===== src/rtl/commit_trace_buffer_pkg.sv =====
// Shared types and constants for the commit trace buffer: register-address width,
// overflow counter sizing, FIFO operation encoding and entry width helper.
package commit_trace_buffer_pkg;

  localparam int unsigned REG_ADDR_W = 5;
  localparam int unsigned OVF_W      = 16;
  localparam logic [OVF_W-1:0] OVF_MAX = '1;

  // Encoded as {read_advance, write_enable}
  typedef enum logic [1:0] {
    FIFO_HOLD = 2'b00,
    FIFO_PUSH = 2'b01,
    FIFO_POP  = 2'b10,
    FIFO_SWAP = 2'b11
  } fifo_op_e;

  // Entry layout, MSB to LSB: {pc, rd, data, seq}
  function automatic int unsigned entry_w(input int unsigned xlen, input int unsigned seq_w);
    return 2 * xlen + REG_ADDR_W + seq_w;
  endfunction

endpackage


===== src/rtl/commit_trace_buffer_fifo.sv =====
// Generic first-word-fall-through synchronous FIFO with optional evict-oldest-on-full.
// Storage is not reset; the read port shows the head entry whenever count is non-zero.
module commit_trace_buffer_fifo
  import commit_trace_buffer_pkg::*;
#(
  parameter int unsigned WIDTH     = 8,
  parameter int unsigned DEPTH     = 16,
  parameter bit          OVERWRITE = 1'b0
) (
  input  logic                     clk,
  input  logic                     rst_n,
  input  logic                     clear_i,
  input  logic                     push_i,
  input  logic                     pop_i,
  input  logic [WIDTH-1:0]         wdata_i,
  output logic [WIDTH-1:0]         rdata_o,
  output logic [$clog2(DEPTH):0]   count_o,
  output logic                     full_o,
  output logic                     empty_o,
  output logic                     overflow_c_o
);

  localparam int unsigned AW = $clog2(DEPTH);
  localparam int unsigned CW = AW + 1;

  logic [WIDTH-1:0] mem [DEPTH];

  logic [AW-1:0] wr_ptr_q, wr_ptr_d;
  logic [AW-1:0] rd_ptr_q, rd_ptr_d;
  logic [CW-1:0] count_q, count_d;
  logic          full_q, full_d;
  logic          empty_q, empty_d;

  logic     pop_ok_c;
  logic     wr_en_c;
  logic     rd_adv_c;
  fifo_op_e op_c;

  // Push/pop resolution; a full FIFO with a concurrent pop always accepts the push
  always_comb begin
    pop_ok_c     = pop_i & ~empty_q;
    wr_en_c      = push_i & (~full_q | pop_ok_c | OVERWRITE);
    rd_adv_c     = pop_ok_c | (push_i & full_q & OVERWRITE);
    overflow_c_o = push_i & full_q & ~pop_ok_c;
    op_c         = fifo_op_e'({rd_adv_c, wr_en_c});

    wr_ptr_d = wr_ptr_q;
    rd_ptr_d = rd_ptr_q;
    count_d  = count_q;

    if (clear_i) begin
      wr_ptr_d = '0;
      rd_ptr_d = '0;
      count_d  = '0;
    end else begin
      if (wr_en_c) begin
        wr_ptr_d = wr_ptr_q + AW'(1);
      end
      if (rd_adv_c) begin
        rd_ptr_d = rd_ptr_q + AW'(1);
      end
      unique case (op_c)
        FIFO_PUSH: count_d = count_q + CW'(1);
        FIFO_POP:  count_d = count_q - CW'(1);
        default:   count_d = count_q;
      endcase
    end

    full_d  = (count_d == CW'(DEPTH));
    empty_d = (count_d == '0);
  end

  always_ff @(posedge clk or negedge rst_n) begin
    if (!rst_n) begin
      wr_ptr_q <= '0;
      rd_ptr_q <= '0;
      count_q  <= '0;
      full_q   <= 1'b0;
      empty_q  <= 1'b1;
    end else begin
      wr_ptr_q <= wr_ptr_d;
      rd_ptr_q <= rd_ptr_d;
      count_q  <= count_d;
      full_q   <= full_d;
      empty_q  <= empty_d;
    end
  end

  always_ff @(posedge clk) begin
    if (wr_en_c && !clear_i) begin
      mem[wr_ptr_q] <= wdata_i;
    end
  end

  assign rdata_o = mem[rd_ptr_q];
  assign count_o = count_q;
  assign full_o  = full_q;
  assign empty_o = empty_q;

endmodule


===== src/rtl/commit_trace_buffer.sv =====
// Snoops the core writeback port and queues retired writes to watched registers
// (pc, rd, data, sequence number) for a valid/ready debug drain. No effect on the core.
module commit_trace_buffer
  import commit_trace_buffer_pkg::*;
#(
  parameter int unsigned XLEN       = 32,
  parameter int unsigned DEPTH      = 16,
  parameter logic [31:0] WATCH_MASK = 32'h0000_003E,
  parameter bit          OVERWRITE  = 1'b0,
  parameter int unsigned SEQ_W      = 16
) (
  input  logic                   clk,
  input  logic                   reset,
  input  logic                   enable,
  input  logic                   clear,
  input  logic                   commit_valid,
  input  logic                   commit_we,
  input  logic [REG_ADDR_W-1:0]  commit_rd,
  input  logic [XLEN-1:0]        commit_pc,
  input  logic [XLEN-1:0]        commit_wdata,
  output logic                   trace_valid,
  input  logic                   trace_ready,
  output logic [XLEN-1:0]        trace_pc,
  output logic [REG_ADDR_W-1:0]  trace_rd,
  output logic [XLEN-1:0]        trace_data,
  output logic [SEQ_W-1:0]       trace_seq,
  output logic [$clog2(DEPTH):0] count,
  output logic                   full,
  output logic                   empty,
  output logic [OVF_W-1:0]       overflow_cnt
);

  localparam int unsigned EW       = entry_w(XLEN, SEQ_W);
  localparam int unsigned DATA_LSB = SEQ_W;
  localparam int unsigned RD_LSB   = DATA_LSB + XLEN;
  localparam int unsigned PC_LSB   = RD_LSB + REG_ADDR_W;

  logic [SEQ_W-1:0] seq_q, seq_d;
  logic [OVF_W-1:0] ovf_q, ovf_d;

  logic          hit_c;
  logic          push_c;
  logic          overflow_c;
  logic [EW-1:0] wentry_c;
  logic [EW-1:0] rentry_c;
  logic [EW-1:0] head_c;
  logic          fifo_empty;

  // Capture qualification and sequence/overflow bookkeeping; clear wins over everything
  always_comb begin
    hit_c    = enable & commit_valid & commit_we & (commit_rd != '0) & WATCH_MASK[commit_rd];
    push_c   = hit_c & ~clear;
    wentry_c = {commit_pc, commit_rd, commit_wdata, seq_q};
    seq_d    = seq_q;
    ovf_d    = ovf_q;

    if (clear) begin
      seq_d = '0;
      ovf_d = '0;
    end else begin
      if (hit_c) begin
        seq_d = seq_q + SEQ_W'(1);
      end
      if (overflow_c && (ovf_q != OVF_MAX)) begin
        ovf_d = ovf_q + OVF_W'(1);
      end
    end
  end

  always_ff @(posedge clk or negedge reset) begin
    if (!reset) begin
      seq_q <= '0;
      ovf_q <= '0;
    end else begin
      seq_q <= seq_d;
      ovf_q <= ovf_d;
    end
  end

  commit_trace_buffer_fifo #(
    .WIDTH     (EW),
    .DEPTH     (DEPTH),
    .OVERWRITE (OVERWRITE)
  ) u_fifo (
    .clk          (clk),
    .rst_n        (reset),
    .clear_i      (clear),
    .push_i       (push_c),
    .pop_i        (trace_ready),
    .wdata_i      (wentry_c),
    .rdata_o      (rentry_c),
    .count_o      (count),
    .full_o       (full),
    .empty_o      (fifo_empty),
    .overflow_c_o (overflow_c)
  );

  // Unwritten storage may be X; the head is forced to zero whenever the FIFO is empty
  assign head_c = rentry_c & {EW{~fifo_empty}};

  assign trace_valid  = ~fifo_empty;
  assign empty        = fifo_empty;
  assign trace_pc     = head_c[PC_LSB +: XLEN];
  assign trace_rd     = head_c[RD_LSB +: REG_ADDR_W];
  assign trace_data   = head_c[DATA_LSB +: XLEN];
  assign trace_seq    = head_c[SEQ_W-1:0];
  assign overflow_cnt = ovf_q;

endmodule


===== config.mk =====
export PLATFORM = sky130hd
export DESIGN_NAME = commit_trace_buffer
export DESIGN_NICKNAME = d
export VERILOG_FILES = /design/src/rtl/commit_trace_buffer_pkg.sv /design/src/rtl/commit_trace_buffer_fifo.sv /design/src/rtl/commit_trace_buffer.sv
export SDC_FILE = /design/constraint.sdc
export NUM_CORES = 1
export LEC_CHECK = 0
export BUFFER_PORTS_ARGS = -buffer_cell sky130_fd_sc_hd__buf_2
export CORE_MARGIN = 3
export CORE_UTILIZATION = 56
export DETAILED_ROUTE_END_ITERATION = 8
export PLACE_DENSITY = 0.76
export SLEW_MARGIN = 20
export SYNTH_ARGS = -nofsm -noshare
export SYNTH_HDL_FRONTEND = slang
export SYNTH_SLANG_ARGS = --single-unit
export TNS_END_PERCENT = 20

===== constraint.sdc =====
create_clock -name clk -period 4.75 [get_ports clk]
set_clock_uncertainty 0.15 [all_clocks]
set_input_delay 0.7125 -clock clk [delete_from_list [all_inputs] [get_ports clk]]
set_output_delay 0.7125 -clock clk [all_outputs]
set_load 0.1 [all_outputs]

==> impl_results.md, run 1 <==
* Status: finished, final reports clean
* Post-synth top area cell: edfxtp_1
* Largest cells by area after synthesis: edfxtp_1, mux4_2, dfrtp_1, and2_1, clkbuf_1
* H-tree depth at 4
* CTS buffer count at 139
* Primary FF master, synth: edfxtp_1
* R2R Path Start: u_fifo.empty_o$_DFF_PN1_
* Initial antenna violation count at 10
* Final slew viol count at 0
* Share of cells above drive strength 1 at 33.7%
* Drt first pass iters at 7
* Compound-Gate Fraction of Synth Area at 0.552%
* Avg Vias per Cell at 6.50
* Post-Synth Simple-Gate Area at 2.53%
* Fraction of synthesized cell area in xor and xnor cells at 0.307%
* Filler cells at 5847
* Post-synthesis adder-cell area fraction at 0.231%
* Number of synthesized register bits at 1407
* Critical path class: reg -> out
* Vias post-DR at 25700
* Synth cell types at 44
* Final setup violation count at 0
* I/O Pins at 185
* Commonest non-fill, non-tap cell in the layout: edfxtp_1
* Reg2reg path depth at 6
* Maximum vdd drop at 0.000285 V
* DP Area at 0.0574 mm2
* Die Y at 317 um
* Arrival time worst endpoint at 3.65 ns
* Highest Clock Rate at 222 MHz
* CP startpoint kind: flip-flop
* Hold Crit Class: in -> reg
* Most frequent cells in the layout: edfxtp_1, mux4_2, buf_2, clkbuf_16, and2_1
* Reg clk slew, reported paths at 0.06 ns
* YS warnings at 0
* CP Max Fanout at 47
* R2r setup slk at 1.13 ns
* CP startpoint: u_fifo.rd_ptr_q[0]$_DFFE_PN0P_
* Syn Inst Count at 2282
* DRT iter0 DRCs at 3143
* Total Routed Length at 124 mm
* Pleak at 19.7 nW
* Worst setup path endpoint: trace_seq[12]
* Final HPWL from detailed placement at 65.4 mm
* Routability Congestion at 0.804
* Unrepaired setup endpoints after global routing: false
* Setup WS post-layout at 0.241 ns
* Synthesis-to-finish area growth at 13.9%
* Die extent in x at 317 um
* Number of synthesized flops with an enable pin at 1360
* Post-Layout Inst Area at 0.0617 mm2
* Reg-to-Reg End: u_fifo.mem[7][74]$_DFFE_PP_
* Post-synthesis sequential area ratio at 77.6%
* Slew @ Worst Pin at 0.860 ns
* Die area at 0.100 mm2
* Critical path required time at 3.89 ns
* Mapped Area at 0.0542 mm2
* CTS tree: done
* Tcrit/Tclk final at 94.9%
* Main combinational cell family by area after synthesis: multiplexers
* Final Hold Viols at 0
* DR DRC count at 0
* Syn_nets at 2368
* Mux cell area share after synthesis at 17.8%
* Fin nets at 2653
* CTS sink cnt at 1407
* Skew-Pair Late Insertion Delay at 0.72 ns
* First-pass GRT wire length at 184 mm
* Minimum clock period at 4.51 ns
* Post-synthesis area per instance at 23.7 um2
* Root Buffer: clkbuf_16
* Routed WL per cell at 31.5 um
* Yosys top cell area share at 75.4%
* Vias in the first global route at 27000
* IO Port Bufs at 184
* Remaining global-route overflow at 0
* Total Routing Usage GR at 25.5%
* CTS max path bufs at 3
* Largest net degree at the start of global routing at 86
* Crit. End Element: output port
* PD cells at 394 mW/mm2
* Core area at 0.0954 mm2
* # resized after CTS at 0
* Post-DRT Antenna Nets at 0
* # rows at 113
* Max-capacitance violation count at 0
* Pre-CTS setup slack at 0.478 ns
* Rel. slew slack at 42.7%
* Asr flop ratio synth at 3.34%
* Initial cell density of the core at 56.8%
==> routing by layer <==
layer  vias up  wire [um]  track usage [%]
met4         0       4600             10.4
met5         -          0                0
met2      1425      63300             41.3
met1     13700      46300             34.5
met3       270      10100             5.24
li1      10300          -                -
==> cell families after synthesis <==
| logic type | after synthesis |
|---|---|
| DFF | 1407 |
| AOI/OAI and AO/OA | 50 |
| muxes | 432 |
| xor gates and xnor gates | 19 |
| buffers and inverters | 129 |
| and+or+nand+nor | 235 |
| adders and majority gates | 10 |
==> area by class of cell <==
cell class              instances  area, um2  share of cell area, %
flip-flops and latches       1407      42000                   68.1
multi-input cells             746      11700                   18.9
clock buffers                 176       3660                   5.93
repair buffers                265       2120                   3.44
well taps                    1265       1580                   2.57
clock inverters                75        593                  0.961
inverters                       8       31.3                 0.0507
diodes                          7       17.5                 0.0284
==> critical path, stage by stage (launching register included) <==
cell     delay [ns]
dfrtp_4        0.82
buf_12         0.42
mux4_2         0.59
mux4_2         0.53
and2_1         0.20
buf_2          0.32
==> through the flow <==
stage / setup TNS, ns / power [mW] / hold slack, ns / cells / util, %
4_1_cts: 0 / 24.5 / 0.0541 / 3941 / 64.6
2_1_floorplan: -333.12 / 14.1 / 0.267 / 2282 / -
3_5_place_dp: 0 / 14.3 / 0.410 / 3690 / 60.2
6_report: 0 / 24.3 / 0.133 / 3949 / 64.7
5_1_grt: 0 / 25.0 / 0.121 / 3949 / 64.7
3_3_place_gp: 0 / 14.3 / 0.395 / 3690 / 60.2
==> flip-flops by register name, summed over array words and instances (netlist names) <==
signal	cells
u_fifo.full_o	1
u_fifo.rd_ptr_q	4
overflow_cnt	16
u_fifo.mem	1360
u_fifo.wr_ptr_q	4
u_fifo.count_o	5
seq_q	16
u_fifo.empty_o	1
==> worst min path at each step <==
stage | startpoint | endpoint | slack [ns] | cells past startpoint
finish | commit_rd[2] | u_fifo.mem[6][50]$_DFFE_PP_ | 0.13 | 1
global route | commit_rd[2] | u_fifo.mem[5][50]$_DFFE_PP_ | 0.12 | 1
floorplan | reset | overflow_cnt[0]$_DFFE_PN0P_ | 0.27 | 0
detailed placement | overflow_cnt[9]$_DFFE_PN0P_ | overflow_cnt[9]$_DFFE_PN0P_ | 0.41 | 2
global placement | overflow_cnt[2]$_DFFE_PN0P_ | overflow_cnt[2]$_DFFE_PN0P_ | 0.40 | 1
CTS | reset | overflow_cnt[7]$_DFFE_PN0P_ | 0.05 | 1
==> power breakdown <==
group	switching, mW	internal (mW)	total, mW
Sequential	0.00594	13.6	13.6
Combinational	0.333	0.121	0.453
Clock	4.54	5.77	10.3
Total	4.88	19.5	24.3
==> cells in the mapped netlist, drive strengths merged (2+ instances only) <==
master  instances
a21oi          24
and2           99
and3            5
and4            5
buf            55
clkbuf         66
dfrtp          46
edfxtp       1360
ha             10
inv             8
mux2            3
mux2i           4
mux4          425
nand2          22
nand2b          3
nand3          20
nand4           8
nor2           30
nor2b           6
nor3            7
nor3b           2
nor4            2
nor4b           2
o21ai           9
o31ai          10
o41ai           3
or3             8
or4            11
xnor2           9
xor2           10
==> timing repair <==
action,4_1_cts,5_1_grt
hold endpoints to repair,0,46
hold buffers,0,1
buffers inserted,0,0
Power figures use the tool's default switching activity.
==> run 2: changes to the inputs <==
--- a/config.mk
+++ b/config.mk
@@ -10,5 +10,7 @@
 export CORE_UTILIZATION = 56
 export DETAILED_ROUTE_END_ITERATION = 8
+export GPL_ROUTABILITY_DRIVEN = 0
 export PLACE_DENSITY = 0.76
+export REMOVE_ABC_BUFFERS = 1
 export SLEW_MARGIN = 20
 export SYNTH_ARGS = -nofsm -noshare
==> constraint.sdc (replaced) <==
create_clock -name clk -period 4.75 [get_ports clk]
set_clock_uncertainty 0.15 [all_clocks]
set_input_delay 0.2375 -clock clk [delete_from_list [all_inputs] [get_ports clk]]
set_output_delay 0.2375 -clock clk [all_outputs]
set_load 0.1 [all_outputs]
==> run 2 against run 1 <==
Against the previous run: power grew 1.0%; hold slack better by 0.018 ns; combinational power increased by 11%; critical path depth stayed put; clock power about the same; sequential share of layout area shrank 0.56 points; flip-flop and latch count unchanged; utilization rose by 0.53 points; final area rose by 0.83%; first-iteration DRC count is 5.2% higher; highest routed layer is now met5; wire length increased by 3.0%; global-route usage rose by 0.82 points.
==> impl_results.md, run 2 (synthesis results as in run 1) <==
* Status: finished, final reports clean
* CP Max Fanout at 31 (-34%)
* Initial antenna violation count at 10 (unchanged)
* First-pass GRT wire length at 189 mm (+3.0%)
* # rows at 113 (unchanged)
* Met3 global-route usage at 5.86% (+0.62 points)
* Root Buffer: clkbuf_16
* Setup tns final at 0 ns (unchanged)
* Most frequent cells in the layout: edfxtp_1, mux4_2, buf_2, clkbuf_16, and2_1
* Crit path top cell by count: mux4_2
* Top Usage Layer GRT: met2
* M2 GR Usage at 43.8% (+2.4 points)
* Slowest cell on crit path: dfrtp_4
* CTS sink cnt at 1407 (unchanged)
* # resized after CTS at 0 (unchanged)
* Critical path class: reg -> out
* I/O Pins at 185 (unchanged)
* Rel. slew slack at 32.3% (-10 points)
* Reg clk slew, reported paths at 0.06 ns (about the same)
* CTS tree: done
* Critical path buffers and inverters at 2 (unchanged)
* CTS buffer count at 137 (-1.4%)
* Clock share of power at 42.7% (+0.3 points)
* Die extent in x at 317 um (unchanged)
* Die Y at 317 um (unchanged)
* Final HPWL from detailed placement at 64.6 mm (-1.2%)
* Avg Vias per Cell at 6.56 (+0.94%)
* Total Routed Length at 128 mm (+3.0%)
* Skew-Pair Late Insertion Delay at 0.74 ns (+0.02 ns)
* Post-Place Cells at 3676 (-0.38%)
* Largest stage delay, worst path at 0.90 ns (+0.08 ns)
* Slew @ Worst Pin at 1.01 ns (+0.154 ns)
* Crit. End Element: output port
* Core area at 0.0954 mm2 (unchanged)
* Routed WL per cell at 32.0 um (+1.8%)
* Pleak at 19.9 nW (+1.0%)
* Top reg by flops: u_fifo.mem
* Top cell family by delay on the critical path: multiplexers
* CTS max path bufs at 3 (unchanged)
* Unrepaired setup endpoints after global routing: false
* H-tree depth at 4 (unchanged)
* Share of cells above drive strength 1 at 32.7% (-0.95 points)
* DR DRC count at 0 (unchanged)
* Hold Crit Class: in -> reg
* Fin nets at 2710 (+2.1%)
* Critical path required time at 4.36 ns (+0.47 ns)
* Remaining global-route overflow at 0 (unchanged)
* Fin cells at 3997 (+1.2%)
* Seq pwr share at 55.2% (-0.6 points)
* PD cells at 395 mW/mm2 (+0.17%)
* CP startpoint kind: flip-flop
* Logic gate share of total power at 2.0% (about the same)
* Net Sw Frac at 19.9% (-0.19 points)
* Vias post-DR at 26200 (+2.2%)
* Max reg flops at 1360 (unchanged)
* Die area at 0.100 mm2 (unchanged)
* Final slew viol count at 0 (unchanged)
* DRT iter0 DRCs at 3305 (+5.2%)
* Max-capacitance violation count at 0 (unchanged)
* Final Hold Viols at 0 (unchanged)
* Total Routing Usage GR at 26.3% (+0.82 points)
* Maximum vdd drop at 0.000308 V (+8.0%)
* Synthesis-to-finish area growth at 14.8%
* Minimum clock period at 4.30 ns (-0.210 ns)
* Setup WS post-layout at 0.451 ns (+0.210 ns)
* Pre-CTS setup slack at 1.06 ns (+0.586 ns)
* Largest net degree at the start of global routing at 69 (-20%)
* Vias in the first global route at 27800 (+3.1%)
* Setup bufs post-CTS at 0 (unchanged)
* Drt first pass iters at 5 (-2)
* Crit path cell chain: buf_4 > mux4_2 > mux4_2 > and2_1 > buf_2
* Final Power at 24.6 mW (+1.0%)
* Post-DRT Antenna Nets at 0 (unchanged)
* Tcrit/Tclk final at 90.5% (-4.4 points)
* Sw power at 4.88 mW (about the same)
* Internal power at 19.7 mW (+1.2%)
* Highest Clock Rate at 233 MHz (+4.9%)
* Final setup violation count at 0 (unchanged)
* Initial cell density of the core at 56.8% (unchanged)
* Arrival time worst endpoint at 3.91 ns (+0.26 ns)
* Met1 usage at 34.9% (+0.41 points)
* IO Port Bufs at 184 (unchanged)
* Commonest non-fill, non-tap cell in the layout: edfxtp_1
run 2: cell types whose count changed in the layout (fill, tap and decap cells not counted), sizes merged, moves of 4 or more:
cell         previous run  this run
clkinv                 61        49
dlygate4sd3             1        74
buf                   264       250
bufinv                  5         9
clkinvlp                3         9
clkbuf                176       170
run 2: layer usage:
metal,share of wire [%],vias up
met3,9.0,267
met4,3.1,10
met2,52,1552
met5,0.052,-
met1,36,14000
li1,-,10400
run 2: what timing repair did:
item                        CTS  global route
setup endpoints to repair     0             0
hold buffers                 73             1
hold endpoints to repair   1172            46
run 2: metrics by stage:
step / hold slack [ns] / area [um2] / util, %
after floorplan: -0.208 / 53700 / -
after global placement: 0.331 / 57200 / 59.9
after detailed placement: 0.353 / 57200 / 59.9
after CTS: 0.0966 / 62200 / 65.2
after global routing: 0.157 / 62200 / 65.2
final: 0.151 / 62200 / 65.2
run 2: power groups by stage:
stage	sequential, mW	combinational [mW]	clock, mW
floorplan	13.9	0.252	0
global placement	13.8	0.426	0
detailed placement	13.8	0.447	0
CTS	13.6	0.505	10.7
global route	13.6	0.540	11.1
finish	13.6	0.503	10.5
run 2: worst reg2reg max path, cell delays in order, from the launching register on:
cell and delay (ns):
dfstp_2 0.38, nor2b_1 0.52, nand2b_4 0.31, nand2_1 0.15, nor4b_1 0.73, and2_4 0.66, buf_12 0.46
run 2: layout make-up:
type                       count  area (um2)
clock inverter                72         646
timing repair buffer         324        2580
inverter                       8        31.3
multi-input combinational    746       11700
fill                        5837       33200
antenna                        5        12.5
clock buffer                 170        3660
sequential                  1407       42000
tap                         1265        1580
run 2: path summary, 6_finish.rpt:
path	from	endpoint	slack [ns]	depth (start not counted)
min in group asynchronous	reset	overflow_cnt[12]$_DFFE_PN0P_	0.46	3
worst min register to register	overflow_cnt[2]$_DFFE_PN0P_	overflow_cnt[2]$_DFFE_PN0P_	0.44	1
max in group asynchronous	reset	u_fifo.rd_ptr_q[3]$_DFFE_PN0P_	3.49	3
worst max register to register	u_fifo.empty_o$_DFF_PN1_	u_fifo.mem[7][57]$_DFFE_PP_	0.99	6
worst min-delay path	commit_we	u_fifo.wr_ptr_q[1]$_DFFE_PN0P_	0.15	5
worst max-delay path	u_fifo.rd_ptr_q[0]$_DFFE_PN0P_	trace_seq[11]	0.45	5
==> run 3: changes to the inputs <==
Settings changed: CORE_ASPECT_RATIO from default to 1.1.
==> run 3 against run 2 <==
Against the previous run: via count rose by 0.18%; global-route usage fell by 0.41 points; cell count rose by 0.20%; sequential share of layout area rose by 0.064 points; register-to-register slack barely moved; worst setup slack improved by 0.23 ns; non-clock buffer count rose by 1; largest cell class unchanged; largest power group unchanged.
==> impl_results.md, run 3 (synthesis results as in run 1) <==
* CP Max Fanout at 42 (+35%)
* Initial antenna violation count at 7 (-3)
* Vias in the first global route at 27400 (-1.3%)
* CTS sink cnt at 1407 (unchanged)
* Final setup violation count at 0 (unchanged)
* Hold Slack at 0.173 ns (+0.0224 ns)
* Fin cells at 4005 (+0.20%)
* Reg2reg path depth at 6 (unchanged)
* R2r setup slk at 0.99 ns (about the same)
* Reg-to-Reg End: u_fifo.mem[8][74]$_DFFE_PP_
* Pleak at 19.9 nW (about the same)
* Largest net degree at the start of global routing at 75 (+8.7%)
* Total Routed Length at 127 mm (-0.70%)
* Avg Vias per Cell at 6.56 (about the same)
* Filler cells at 5882 (+0.77%)
* Commonest non-fill, non-tap cell in the layout: edfxtp_1
* Status: finished, final reports clean
* Die area at 0.101 mm2 (about the same)
* Post-Place Cells at 3683 (+0.19%)
* Critical path required time at 4.36 ns (about the same)
* Highest Clock Rate at 246 MHz (+5.7%)
* Crit. End Element: output port
* # resized after CTS at 0 (unchanged)
* Hold Crit Class: in -> reg
* Die Y at 332 um (+4.8%)
* Slew @ Worst Pin at 1.09 ns (+0.0795 ns)
* DP Area at 0.0571 mm2 (-0.12%)
* DRT iter0 DRCs at 3253 (-1.6%)
* Share of cells above drive strength 1 at 32.5% (-0.24 points)
* Fin nets at 2710 (unchanged)
* Core area at 0.0959 mm2 (+0.47%)
* R2R Path Start: u_fifo.empty_o$_DFF_PN1_
* CP startpoint kind: flip-flop
* Reg clk slew, reported paths at 0.07 ns (about the same)
* Setup bufs post-CTS at 0 (unchanged)
* PD cells at 397 mW/mm2 (+0.56%)
* Vias post-DR at 26300 (+0.18%)
* Tcrit/Tclk final at 85.7% (-4.8 points)
* Max reg flops at 1360 (unchanged)
* CTS max path bufs at 3 (unchanged)
* # rows at 119 (+5.3%)
* H-tree depth at 4 (unchanged)
* IO Port Bufs at 184 (unchanged)
* Final slew viol count at 0 (unchanged)
* Post-Layout Inst Area at 0.0622 mm2 (about the same)
* Total Routing Usage GR at 25.9% (-0.41 points)
* Arrival time worst endpoint at 3.68 ns (-0.23 ns)
* CP startpoint: u_fifo.rd_ptr_q[1]$_DFFE_PN0P_
* CTS tree: done
* Final Hold Viols at 0 (unchanged)
* Max-capacitance violation count at 0 (unchanged)
* Root Buffer: clkbuf_16
* Setup WS post-layout at 0.681 ns (+0.230 ns)
* Final core area utilization at 64.8% (-0.37 points)
* Die extent in x at 303 um (-4.6%)
* Unrepaired setup endpoints after global routing: false
* DR DRC count at 0 (unchanged)
* Routed WL per cell at 31.8 um (-0.90%)
* Initial cell density of the core at 56.5% (-0.27 points)
* Pre-CTS setup slack at 0.960 ns (-0.104 ns)
* Minimum clock period at 4.07 ns (-0.230 ns)
* First-pass GRT wire length at 188 mm (-0.42%)
* Final HPWL from detailed placement at 66.0 mm (+2.1%)
* Skew-Pair Late Insertion Delay at 0.74 ns (about the same)
* Remaining global-route overflow at 0 (unchanged)
* Post-DRT Antenna Nets at 0 (unchanged)
* Hold buffer count at CTS at 72 (-1.4%)
* Drt first pass iters at 7 (+2)
* Most frequent cells in the layout: edfxtp_1, mux4_2, buf_2, clkbuf_16, and2_1
* Critical path class: reg -> out
* Maximum vdd drop at 0.000331 V (+7.4%)
* I/O Pins at 185 (unchanged)
* Worst setup path endpoint: trace_pc[29]
* Top reg by flops: u_fifo.mem
* Rel. slew slack at 27.1% (-5.2 points)
* CTS buffer count at 136 (-0.73%)
* Synthesis-to-finish area growth at 14.7% (about the same)
[run 3: changes by cell type in the layout (fill, tap and decap cells not counted), sizes merged]
cell,delta
clkinv,+7
clkinvlp,-5
bufinv,+3
buf,+2
clkbuf,-2
diode,-2
dlygate4sd3,-1
inv,+1
[run 3: power breakdown]
group | internal (mW) | switching [mW]
logic | 0.157 | 0.350
registers | 13.6 | 0.00473
clock network | 6.04 | 4.57
[run 3: cell type report]
| cell class | instances | area (um2) | area share (%) |
|---|---|---|---|
| Multi-Input combinational cell | 746 | 11700 | 18.8 |
| Timing Repair Buffer | 325 | 2500 | 4.03 |
| Clock buffer | 168 | 3590 | 5.77 |
| Antenna cell | 3 | 7.51 | 0.0121 |
| Tap cell | 1270 | 1590 | 2.56 |
| Clock inverter | 78 | 739 | 1.19 |
| Sequential cell | 1407 | 42000 | 67.6 |
| Inverter | 8 | 31.3 | 0.0503 |
[run 3: layer usage]
layer	track usage (%)	share of wire [%]	vias to the layer above
li1	-	-	10400
met1	36.2	37	13900
met2	42.7	52	1665
met3	4.51	8.4	237
met4	7.51	2.5	4
met5	0	0.017	-
[run 3: stage by stage]
step	TNS (ns)	total power [mW]
after global placement	0	14.3
final	0	24.7
after CTS	0	24.8
after detailed placement	0	14.3
after floorplan	-1217.46	14.1
after global routing	0	25.3
[run 3: how the worst min path moves through the flow]
stage                                              end  slack [ns]       from  cells after the start
after global routing              seq_q[1]$_DFFE_PN0P_        0.20  commit_we                      5
after detailed placement   overflow_cnt[8]$_DFFE_PN0P_        0.34      reset                      1
final                             seq_q[1]$_DFFE_PN0P_        0.17  commit_we                      5
after floorplan            overflow_cnt[0]$_DFFE_PN0P_       -0.21      reset                      0
after CTS                  u_fifo.count_o[1]$_DFF_PN0_        0.07      reset                      2
after global placement    overflow_cnt[13]$_DFFE_PN0P_        0.31      reset                      1
[run 3: worst max-delay path: stages (launching register included)]
cell and delay, ns:
dfrtp_4 0.96, buf_4 0.51, mux4_2 0.39, mux4_2 0.53, and2_1 0.19, buf_2 0.32
